$ cat config.mk
export PLATFORM = sky130hd
export DESIGN_NAME = video_timing_gen
export DESIGN_NICKNAME = d
export VERILOG_FILES = /design/src/rtl/video_timing_gen.sv
export SDC_FILE = /design/constraint.sdc
export NUM_CORES = 1
export LEC_CHECK = 0
export ABC_CLOCK_PERIOD_IN_PS = 3300
export BUFFER_PORTS_ARGS = -buffer_cell sky130_fd_sc_hd__buf_2
export CAP_MARGIN = 20
export CORE_UTILIZATION = 55
export DETAILED_ROUTE_END_ITERATION = 7
export PLACE_DENSITY = 0.79
export SYNTH_ARGS = -nofsm -noshare
export SYNTH_HDL_FRONTEND = slang
export SYNTH_SLANG_ARGS = --single-unit
$ cat constraint.sdc
create_clock -name clk -period 3.3 [get_ports clk]
set_input_delay 0.99 -clock clk [delete_from_list [all_inputs] [get_ports clk]]
set_output_delay 0.99 -clock clk [all_outputs]
set_load 0.01 [all_outputs]
$ cat src/rtl/video_timing_gen.sv
// video_timing_gen: raster timing generator with pixel clock enable, h/v counters, blanking, sync and frame count.
module video_timing_gen #(
  parameter int CEN_DIV  = 4,
  parameter int HW       = 9,
  parameter int VW       = 9,
  parameter int H_ACTIVE = 256,
  parameter int H_TOTAL  = 384,
  parameter int HS_START = 280,
  parameter int HS_LEN   = 32,
  parameter int V_ACTIVE = 224,
  parameter int V_TOTAL  = 264,
  parameter int VS_START = 240,
  parameter int VS_LEN   = 3
) (
  input  logic          clk,
  input  logic          rst,
  output logic          pxl_cen,
  output logic [HW-1:0] hcnt,
  output logic [VW-1:0] vcnt,
  output logic          pxl_hb,
  output logic          pxl_vb,
  output logic          hs,
  output logic          vs,
  output logic [31:0]   frame_cnt,
  output logic          frame_pls
);
  localparam logic [3:0]    DMAX = 4'(CEN_DIV - 1);
  localparam logic [HW-1:0] HMAX = HW'(H_TOTAL - 1);
  localparam logic [VW-1:0] VMAX = VW'(V_TOTAL - 1);
  // one extra bit so sync end positions equal to 2**HW / 2**VW still compare correctly
  localparam logic [HW:0]   HA   = (HW+1)'(H_ACTIVE);
  localparam logic [HW:0]   HSS  = (HW+1)'(HS_START);
  localparam logic [HW:0]   HSE  = (HW+1)'(HS_START + HS_LEN);
  localparam logic [VW:0]   VA   = (VW+1)'(V_ACTIVE);
  localparam logic [VW:0]   VSS  = (VW+1)'(VS_START);
  localparam logic [VW:0]   VSE  = (VW+1)'(VS_START + VS_LEN);
  logic [3:0]    div;
  logic          h_wrap, v_wrap;
  logic [HW:0]   h_nx;
  logic [VW:0]   v_nx;
  always_comb begin
    h_wrap = hcnt == HMAX;
    v_wrap = vcnt == VMAX;
    h_nx   = h_wrap ? '0 : {1'b0, hcnt} + 1'b1;
    v_nx   = h_wrap ? (v_wrap ? '0 : {1'b0, vcnt} + 1'b1) : {1'b0, vcnt};
  end
  always_ff @(posedge clk or posedge rst) begin
    if (rst) begin
      div       <= '0;
      pxl_cen   <= 1'b0;
      hcnt      <= '0;
      vcnt      <= '0;
      pxl_hb    <= 1'b0;
      pxl_vb    <= 1'b0;
      hs        <= 1'b0;
      vs        <= 1'b0;
      frame_cnt <= '0;
      frame_pls <= 1'b0;
    end else begin
      div       <= div == DMAX ? '0 : div + 1'b1;
      pxl_cen   <= div == DMAX;
      frame_pls <= 1'b0;
      if (pxl_cen) begin
        hcnt      <= h_nx[HW-1:0];
        vcnt      <= v_nx[VW-1:0];
        pxl_hb    <= h_nx >= HA;
        pxl_vb    <= v_nx >= VA;
        hs        <= h_nx >= HSS && h_nx < HSE;
        vs        <= v_nx >= VSS && v_nx < VSE;
        frame_pls <= h_wrap && v_wrap;
        frame_cnt <= frame_cnt + 32'(h_wrap && v_wrap);
      end
    end
  end
endmodule

==> impl_metrics.env <==
export IMPL_outcome="finished, final reports clean"
export IMPL_finalSetupViolations=0
export IMPL_clkTransAtPathRegs_ns=0.07
export IMPL_critPathKind="flip-flop to flip-flop"
export IMPL_arrival_ns=3.29
export IMPL_grt_start_max_net_pins=33
export IMPL_min_period_over_period_pct=93.0
export IMPL_vias=2286
export IMPL_tightest_slew_ns=0.646
export IMPL_total_power_mw=1.47
export IMPL_port_buffers=57
export IMPL_finalHoldViolCount=0
export IMPL_area_growth_syn_to_layout_pct=17.7
export IMPL_core_um2=5170
export IMPL_ir_drop_mv=0.275
export IMPL_cts_htree_levels=3
export IMPL_ys_warn_count=0
export IMPL_routedWlPerCell_um=14.1
export IMPL_r2r_start="hcnt[0]$_DFFE_PP0P_"
export IMPL_cts_root_buf="clkbuf_8"
export IMPL_finalHoldWorstSlack_ns=0.458
export IMPL_syn_avg_cell_area_um2=10.5
export IMPL_cts_buffers_inserted=9
export IMPL_grt_setup_unrepaired="false"
export IMPL_antennaDiodeCount=0
export IMPL_cts_tree="done"
export IMPL_yosysTopAreaCell="dfrtp_1"
export IMPL_cp_end_kind="flip-flop"
export IMPL_grt_pass1_vias=2182
export IMPL_fin_nets=353
export IMPL_min_from="frame_cnt[31]$_DFFE_PP0P_"
export IMPL_yosysTopAreaCellShare_pct=50.2
export IMPL_synth_flop_cell="dfrtp_1"
export IMPL_synth_edf_count=0
export IMPL_clk_path_buf_depth=2
export IMPL_layout_setup_ws_ns=0.230
export IMPL_holdBufCountCts=0
export IMPL_fmax_mhz=326
export IMPL_antenna_left=0
export IMPL_p_per_area_nw_per_um2=418
export IMPL_finalWirelength_mm=5.93
export IMPL_hold_class="flip-flop to flip-flop"
export IMPL_grt_ovfl_total=0
export IMPL_antenna_found_initial=0
export IMPL_setup_tns_final_ns=0
export IMPL_syn_nets=291
export IMPL_syn_inst=284
export IMPL_first_pass_iters=5
export IMPL_synthArstFlopShare_pct=100
export IMPL_slew_headroom_pct=56.9
export IMPL_chipHeight_um=75.7
export IMPL_required_ns=3.52
export IMPL_fp_dieArea_um2=5740
export IMPL_max_cap_violations=0
export IMPL_drive_gt1_share_pct=26.2
export IMPL_die_x_um=75.7
export IMPL_dp_worst_setup_slack_ns=0.289
export IMPL_cts_resized=0
export IMPL_io_pins=58
export IMPL_dp_hpwl_mm=4.20
export IMPL_clk_latency_ns=0.34
export IMPL_initial_core_util_pct=57.8
export IMPL_ys_ff_latch=60
export IMPL_regToRegEndpoint="frame_cnt[21]$_DFFE_PP0P_"
export IMPL_cts_sinks=60
export IMPL_seq_area_frac_synth_pct=50.2
export IMPL_worst_r2r_setup_slack_ns=0.23
export IMPL_hold_path_depth=1
export IMPL_drc=0
export IMPL_clock_skew_final_ns=0.00918
export IMPL_reg2reg_depth=9
export IMPL_drt_initial_drc_count=179
export IMPL_hold_path_end="frame_cnt[31]$_DFFE_PP0P_"
export IMPL_place_gp_congestion=0.919
export IMPL_fin_crit_ns=3.07
export IMPL_ys_top_cells_by_area="dfrtp_1 50%, xnor2_1 7.9%, nand2_1 4.3%, xor2_1 3.5%, nor2_1 3.0%"
export IMPL_fill_cells=414
export IMPL_grtUsageTotal_pct=23.6
export IMPL_cp_start_kind="flip-flop"
export IMPL_num_rows=26
export IMPL_cts_setup_buffers=0
export IMPL_cp_startpoint="hcnt[0]$_DFFE_PP0P_"
export IMPL_vias_per_cell=5.43
export IMPL_synth_cell_types=48
export IMPL_grt_first_pass_wirelength_mm=9.94
export IMPL_critPathMaxFanout=8
export IMPL_syn_cell_area_um2=2990
export IMPL_leakage_nw=1.78
export IMPL_slew_viol_final=0
## how the worst max path moves through the flow
stage                                           end  cells past startpoint
after global placement    frame_cnt[17]$_DFFE_PP0P_                      9
after global routing      frame_cnt[21]$_DFFE_PP0P_                      9
after detailed placement  frame_cnt[21]$_DFFE_PP0P_                      9
after CTS                 frame_cnt[21]$_DFFE_PP0P_                      9
final                     frame_cnt[21]$_DFFE_PP0P_                      9
after floorplan           frame_cnt[17]$_DFFE_PP0P_                     10
## through the flow
step | area (µm²) | utilization, % | instances
final | 3520 | 68.0 | 421
after global routing | 3520 | 68.0 | 421
after CTS | 3520 | 68.0 | 421
after detailed placement | 3300 | 63.8 | 405
after global placement | 3300 | 63.8 | 405
after floorplan | 2990 | - | 284
## cells in the mapped netlist, types with 2 or more instances
| master | count |
|---|---|
| nand4_1 | 14 |
| mux2i_1 | 2 |
| and2_1 | 3 |
| nand4b_1 | 2 |
| inv_1 | 8 |
| a21oi_1 | 5 |
| xor2_1 | 12 |
| and4_1 | 4 |
| or2_2 | 2 |
| buf_6 | 6 |
| xnor2_1 | 27 |
| a31oi_1 | 2 |
| and3_1 | 3 |
| dfrtp_1 | 60 |
| nor3_1 | 7 |
| a21o_1 | 2 |
| ha_1 | 5 |
| o21ai_0 | 10 |
| buf_4 | 2 |
| nand2_1 | 34 |
| nor2_1 | 24 |
| nand3_1 | 17 |
| a211oi_1 | 2 |
| nor2b_1 | 2 |
| nor4_1 | 3 |
| mux2_2 | 4 |
## cell usage in the layout, fill, tap and decap left out, drive strengths merged, types with 8 or more instances in the layout
| master | n |
|---|---|
| nor2 | 24 |
| nor3 | 8 |
| dfrtp | 60 |
| xor2 | 12 |
| nand4 | 15 |
| buf | 61 |
| nand3 | 17 |
| clkbuf | 11 |
| o21ai | 10 |
| nand2 | 34 |
| xnor2 | 27 |
| inv | 8 |
## routing by layer
metal	vias up	part of all wire (%)	global-route usage, %
met5	-	0	0
met4	0	1.6	9.88
met3	10	4.2	7.28
met2	57	49	38.9
met1	1098	45	29.0
li1	1121	-	-
## state kept, by name (all words and copies together) (netlist names), 4 cells and up
signal,cells
hcnt,9
vcnt,9
div,4
frame_cnt,32
## critical path, stage by stage, from the launching register on
cell and delay (ns):
dfrtp_1 0.48, ha_1 0.28, nand2_1 0.14, or3_1 0.49
nor2_1 0.16, ha_1 0.18, nand4_1 0.23, nor4_1 0.64
nand3_1 0.20, xnor2_1 0.16
## report_power, final
group / internal [mW] / switching, mW
sequential: 0.735 / 0
combinational: 0.00207 / 0.0140
clock: 0.442 / 0.277
## kinds of logic after synthesis
| logic type | after synthesis | synth area share, % |
|---|---|---|
| xor gates and xnor gates | 39 | 11.4 |
| AOI/OAI and AO/OA | 32 | 7.53 |
| adders and majority gates | 5 | 2.09 |
| muxes | 6 | 2.18 |
| DFF | 60 | 50.2 |
| and+or+nand+nor | 124 | 22.5 |
| buffers and inverters | 18 | 4.06 |
## cell type report
type                            instances  area [µm²]  area share (%)
Clock inverter                          5        75.1            2.13
Clock buffer                           11         141            4.02
Multi-Input combinational cell        206        1370            38.9
Tap cell                               70        87.6            2.49
Inverter                                8        30.0           0.853
Sequential cell                        60        1500            42.7
Timing Repair Buffer                   61         315            8.96
No activity file was read; power rests on OpenSTA's default activity.
